===== src/rtl/sync_multi_filt.sv =====
// N_CH-channel level synchroniser with a per-channel stability filter and registered rise/fall pulses.
// Optional macro SYNC_RANDOM_DELAY_EN (ignored when SYNTH is defined) adds 0..2 random extra sync stages per channel.
module sync_multi_filt #(
  parameter int              N_CH          = 4,
  parameter int              STAGES        = 2,
  parameter int              FILTER_CYCLES = 3,
  parameter logic [N_CH-1:0] RESET_VAL     = '0
) (
  input  logic            clk,
  input  logic            rst_n,
  input  logic [N_CH-1:0] d_in,
  output logic [N_CH-1:0] q_out,
  output logic [N_CH-1:0] rise_pulse,
  output logic [N_CH-1:0] fall_pulse
);

`ifdef SYNC_RANDOM_DELAY_EN
`ifdef SYNTH
  localparam int EXTRA_MAX = 0;
`else
  localparam int EXTRA_MAX = 2;
`endif
`else
  localparam int EXTRA_MAX = 0;
`endif

  localparam int                 DEPTH    = STAGES + EXTRA_MAX;
  localparam int                 CNT_W    = $clog2(FILTER_CYCLES + 1);
  localparam logic [CNT_W-1:0]   CNT_LAST = CNT_W'(FILTER_CYCLES - 1);

  (* ASYNC_REG = "TRUE" *) logic [DEPTH-1:0] sync_q [N_CH];
  logic [DEPTH-1:0] sync_d [N_CH];
  logic [N_CH-1:0]  sync_w;

  logic [CNT_W-1:0] cnt_q  [N_CH];
  logic [CNT_W-1:0] cnt_d  [N_CH];
  logic [N_CH-1:0]  q_q, q_d;
  logic [N_CH-1:0]  rise_q, rise_d;
  logic [N_CH-1:0]  fall_q, fall_d;

  // Pure shift chain: nothing may sit between synchroniser stages.
  always_comb begin
    for (int i = 0; i < N_CH; i++) begin
      sync_d[i] = {sync_q[i][DEPTH-2:0], d_in[i]};
    end
  end

  for (genvar i = 0; i < N_CH; i++) begin : g_tap
`ifdef SYNC_RANDOM_DELAY_EN
`ifndef SYNTH
    int unsigned extra = $urandom_range(EXTRA_MAX, 0);
    assign sync_w[i] = sync_q[i][STAGES - 1 + int'(extra)];
`else
    assign sync_w[i] = sync_q[i][STAGES-1];
`endif
`else
    assign sync_w[i] = sync_q[i][STAGES-1];
`endif
  end

  // Filter: a differing value must persist FILTER_CYCLES consecutive cycles; any return clears the count.
  always_comb begin
    q_d    = q_q;
    rise_d = '0;
    fall_d = '0;
    for (int i = 0; i < N_CH; i++) begin
      cnt_d[i] = cnt_q[i];
      if (sync_w[i] == q_q[i]) begin
        cnt_d[i] = '0;
      end else if (cnt_q[i] == CNT_LAST) begin
        q_d[i]    = sync_w[i];
        cnt_d[i]  = '0;
        rise_d[i] = sync_w[i];
        fall_d[i] = ~sync_w[i];
      end else begin
        cnt_d[i] = cnt_q[i] + CNT_W'(1);
      end
    end
  end

  always_ff @(posedge clk or negedge rst_n) begin
    if (!rst_n) begin
      for (int i = 0; i < N_CH; i++) begin
        sync_q[i] <= {DEPTH{RESET_VAL[i]}};
        cnt_q[i]  <= '0;
      end
      q_q    <= RESET_VAL;
      rise_q <= '0;
      fall_q <= '0;
    end else begin
      for (int i = 0; i < N_CH; i++) begin
        sync_q[i] <= sync_d[i];
        cnt_q[i]  <= cnt_d[i];
      end
      q_q    <= q_d;
      rise_q <= rise_d;
      fall_q <= fall_d;
    end
  end

  assign q_out      = q_q;
  assign rise_pulse = rise_q;
  assign fall_pulse = fall_q;

endmodule

===== config.mk =====
export PLATFORM = sky130hd
export DESIGN_NAME = sync_multi_filt
export DESIGN_NICKNAME = d
export VERILOG_FILES = /design/src/rtl/sync_multi_filt.sv
export SDC_FILE = /design/constraint.sdc
export NUM_CORES = 1
export LEC_CHECK = 0
export ABC_AREA = 1
export BUFFER_PORTS_ARGS = -buffer_cell sky130_fd_sc_hd__buf_4
export CORE_ASPECT_RATIO = 0.8
export CORE_UTILIZATION = 46
export CTS_CLUSTER_DIAMETER = 40
export DETAILED_ROUTE_END_ITERATION = 12
export GPL_ROUTABILITY_DRIVEN = 0
export PLACE_DENSITY = 0.69
export RECOVER_POWER = 100
export SLEW_MARGIN = 10
export SYNTH_ARGS = -nofsm -noshare
export SYNTH_HDL_FRONTEND = slang
export SYNTH_SLANG_ARGS = --single-unit
export TNS_END_PERCENT = 30

===== constraint.sdc =====
create_clock -name clk -period 0.98 [get_ports clk]
set_input_delay 0.147 -clock clk [delete_from_list [all_inputs] [get_ports clk]]
set_output_delay 0.147 -clock clk [all_outputs]
set_load 0.005 [all_outputs]

==> run metrics <==
status=complete, but fails checks; failing checks=negative setup slack; CP endpoint kind=output pin; hold crit path type=register to register; Fin. Hold Viols=0; Crit path max-delay family=flip-flops; clk sink count=28; global-route wire length before repair=2750 um; Avg WL per Cell=10.8 um; total track usage=17.5%; RSZ-0062 raised after global routing=true; worst rel slew slack=55.0%; maximum clock rate=994 MHz; Cells on Worst Hold Path=0; PwrDens=2300 mW/mm^2; I/O Buffers=17; height of the die=42.9 um; Warnings, synthesis=0; CTS clk-pin slew, worst paths=130 ps; dpl hpwl=1020 um; post-route insts no fill=141; initial antenna violation count=0; cell taking the most area after synthesis=dfrtp_1; layout cells sized above 1=22.2%; root buf cell=clkbuf_4; Initial Utilization=49.9%; ys flop type=dfrtp_1; Buf+Inv Stages, Crit Path=1; Yosys reg bits=28; synth cell count leaders=dfrtp_1 (28), inv_1 (16), nand2_1 (16); setup ws final=-25.6 ps; via count=635; Worst Path Arrival=860 ps; leakage=0.642 nW; Die W=53.1 um; Hold Path Origin=sync_q[0]$_DFF_PN0_; H-Tree Depth=1; clock skew=3.07 ps; Synth area leaders=dfrtp_1 (73%), inv_1 (6.3%), nand2_1 (6.3%); Worst setup SP type=register; core area=0.00193 sq mm; diode count=0; overall power=2.86 mW; Synth top area share=72.9%; Critical Path Fanout Max=2; worst skew pair latency=310 ps; Nets=125; drt first pass iters=3; max incr delay on CP=420 ps; Syn Inst Count=88; CP required=830 ps; Max Cap Viol=0; initial DRC count=3; count of boundary I/O pins=18; most common cell in the netlist=dfrtp_1; Worst R2R End=cnt_q[0]$_DFF_PN0_; # fillers=148; slowest CP cell=dfrtp_1; gr ovfl total=0; full die area=0.00228 sq mm; crit-path cells=buf_6; worst slack, placed=176 ps; Seq/Total Area, Yosys=72.9%; clock buffer depth=2; Yosys cell types=7; Peak VDD IR=1.73 mV; synthesized cell area=961 sq um; DRC violations left=0; worst r2r src=q_out[3]$_DFFE_PN0P_; reg2reg setup slack=50 ps; site row count=14; endpoints failing setup=4; number of vias per cell=4.50; vias in the first global route=684; post-route ant nets=0; Syn Nets=94; cts bufs inserted=3; Worst R2R Path Depth=3; Crit Path Class=register to output pin; Post-synth EDFFs=0; Routed WL=1520 um; syn avg cell area=10.9 sq um; crit share post-route=103%; Max Transition Viols Final=0; min Tclk post-route=1010 ps; Async S/R FF share, synth=100%; hold endpoint=sync_q[1]$_DFF_PN0_; Placed Instances=129; Worst Tran Pin Value=676 ps; Layout area overhead=29.6%; CTS tree=yes; largest net degree at the start of global routing=29
sequential cells by signal, indices dropped and copies added, names as in the netlist:
register    count
sync_q          8
q_out           4
fall_pulse      4
cnt_q           8
rise_pulse      4
report_power, final:
part           internal, mW  switching [mW]
Combinational         0.425           0.466
Sequential             1.40           0.141
Clock                 0.144           0.286
per-layer routing:
metal / up-vias / GRT usage, % / share of wire [%]
li1: 323 / - / -
met1: 294 / 21.1 / 45
met2: 16 / 28.1 / 49
met3: 2 / 7.89 / 5.1
met4: 0 / 5.26 / 0.85
met5: - / 0 / 0
cells in the final DEF, fill, tap and decap left out:
cell / count
clkbuf_2: 1
buf_4: 1
nand2_1: 19
dlygate4sd3_1: 5
inv_1: 16
dfrtp_1: 28
o21ai_0: 1
clkbuf_4: 7
a21oi_1: 8
nand2_2: 5
o21ai_1: 3
nor2_1: 8
clkbuf_1: 3
buf_6: 12
per-stage QoR:
step / utilization [%] / hold slack (ps) / area [sq um] / TNS (ps)
3_3_place_gp: 58.1 / 76.0 / 1120 / 0
6_report: 64.6 / 369 / 1240 / -61.4
3_5_place_dp: 58.1 / 78.4 / 1120 / 0
5_1_grt: 64.6 / 375 / 1240 / -716
2_1_floorplan: - / -149 / 961 / 0
4_1_cts: 65.5 / 263 / 1260 / -152
worst max-delay path by stage:
stage / from / to / slack [ps] / cells past startpoint
6_report: q_out[2]$_DFFE_PN0P_ / q_out[2] / -30 / 1
5_1_grt: q_out[2]$_DFFE_PN0P_ / q_out[2] / -80 / 1
4_1_cts: q_out[1]$_DFFE_PN0P_ / q_out[1] / -40 / 1
3_5_place_dp: q_out[1]$_DFFE_PN0P_ / cnt_q[4]$_DFF_PN0_ / 180 / 3
3_3_place_gp: q_out[1]$_DFFE_PN0P_ / cnt_q[4]$_DFF_PN0_ / 230 / 3
2_1_floorplan: q_out[3]$_DFFE_PN0P_ / cnt_q[0]$_DFF_PN0_ / 280 / 3
kinds of logic after synthesis:
| group | share of synthesized area (%) |
|---|---|
| AOI/OAI and AO/OA | 6.25 |
| buffers and inverters | 6.25 |
| and+or+nand+nor | 14.6 |
| DFF | 72.9 |
timing repair:
action / CTS / global route
pin swaps: 0 / 0
hold buffers: 5 / 0
setup buffers: 4 / 0
gates resized for setup: 11 / 2
setup endpoints to repair: 11 / 17
hold endpoints to repair: 32 / 0
final cells by class:
cell class | count | area, sq um | area share, %
inverters | 16 | 60.1 | 4.82
well taps | 24 | 30.0 | 2.41
repair buffers | 26 | 239 | 19.2
flip-flops and latches | 28 | 701 | 56.3
clock buffers | 3 | 22.5 | 1.81
multi-input cells | 44 | 193 | 15.5
Power figures use the tool's default switching activity.
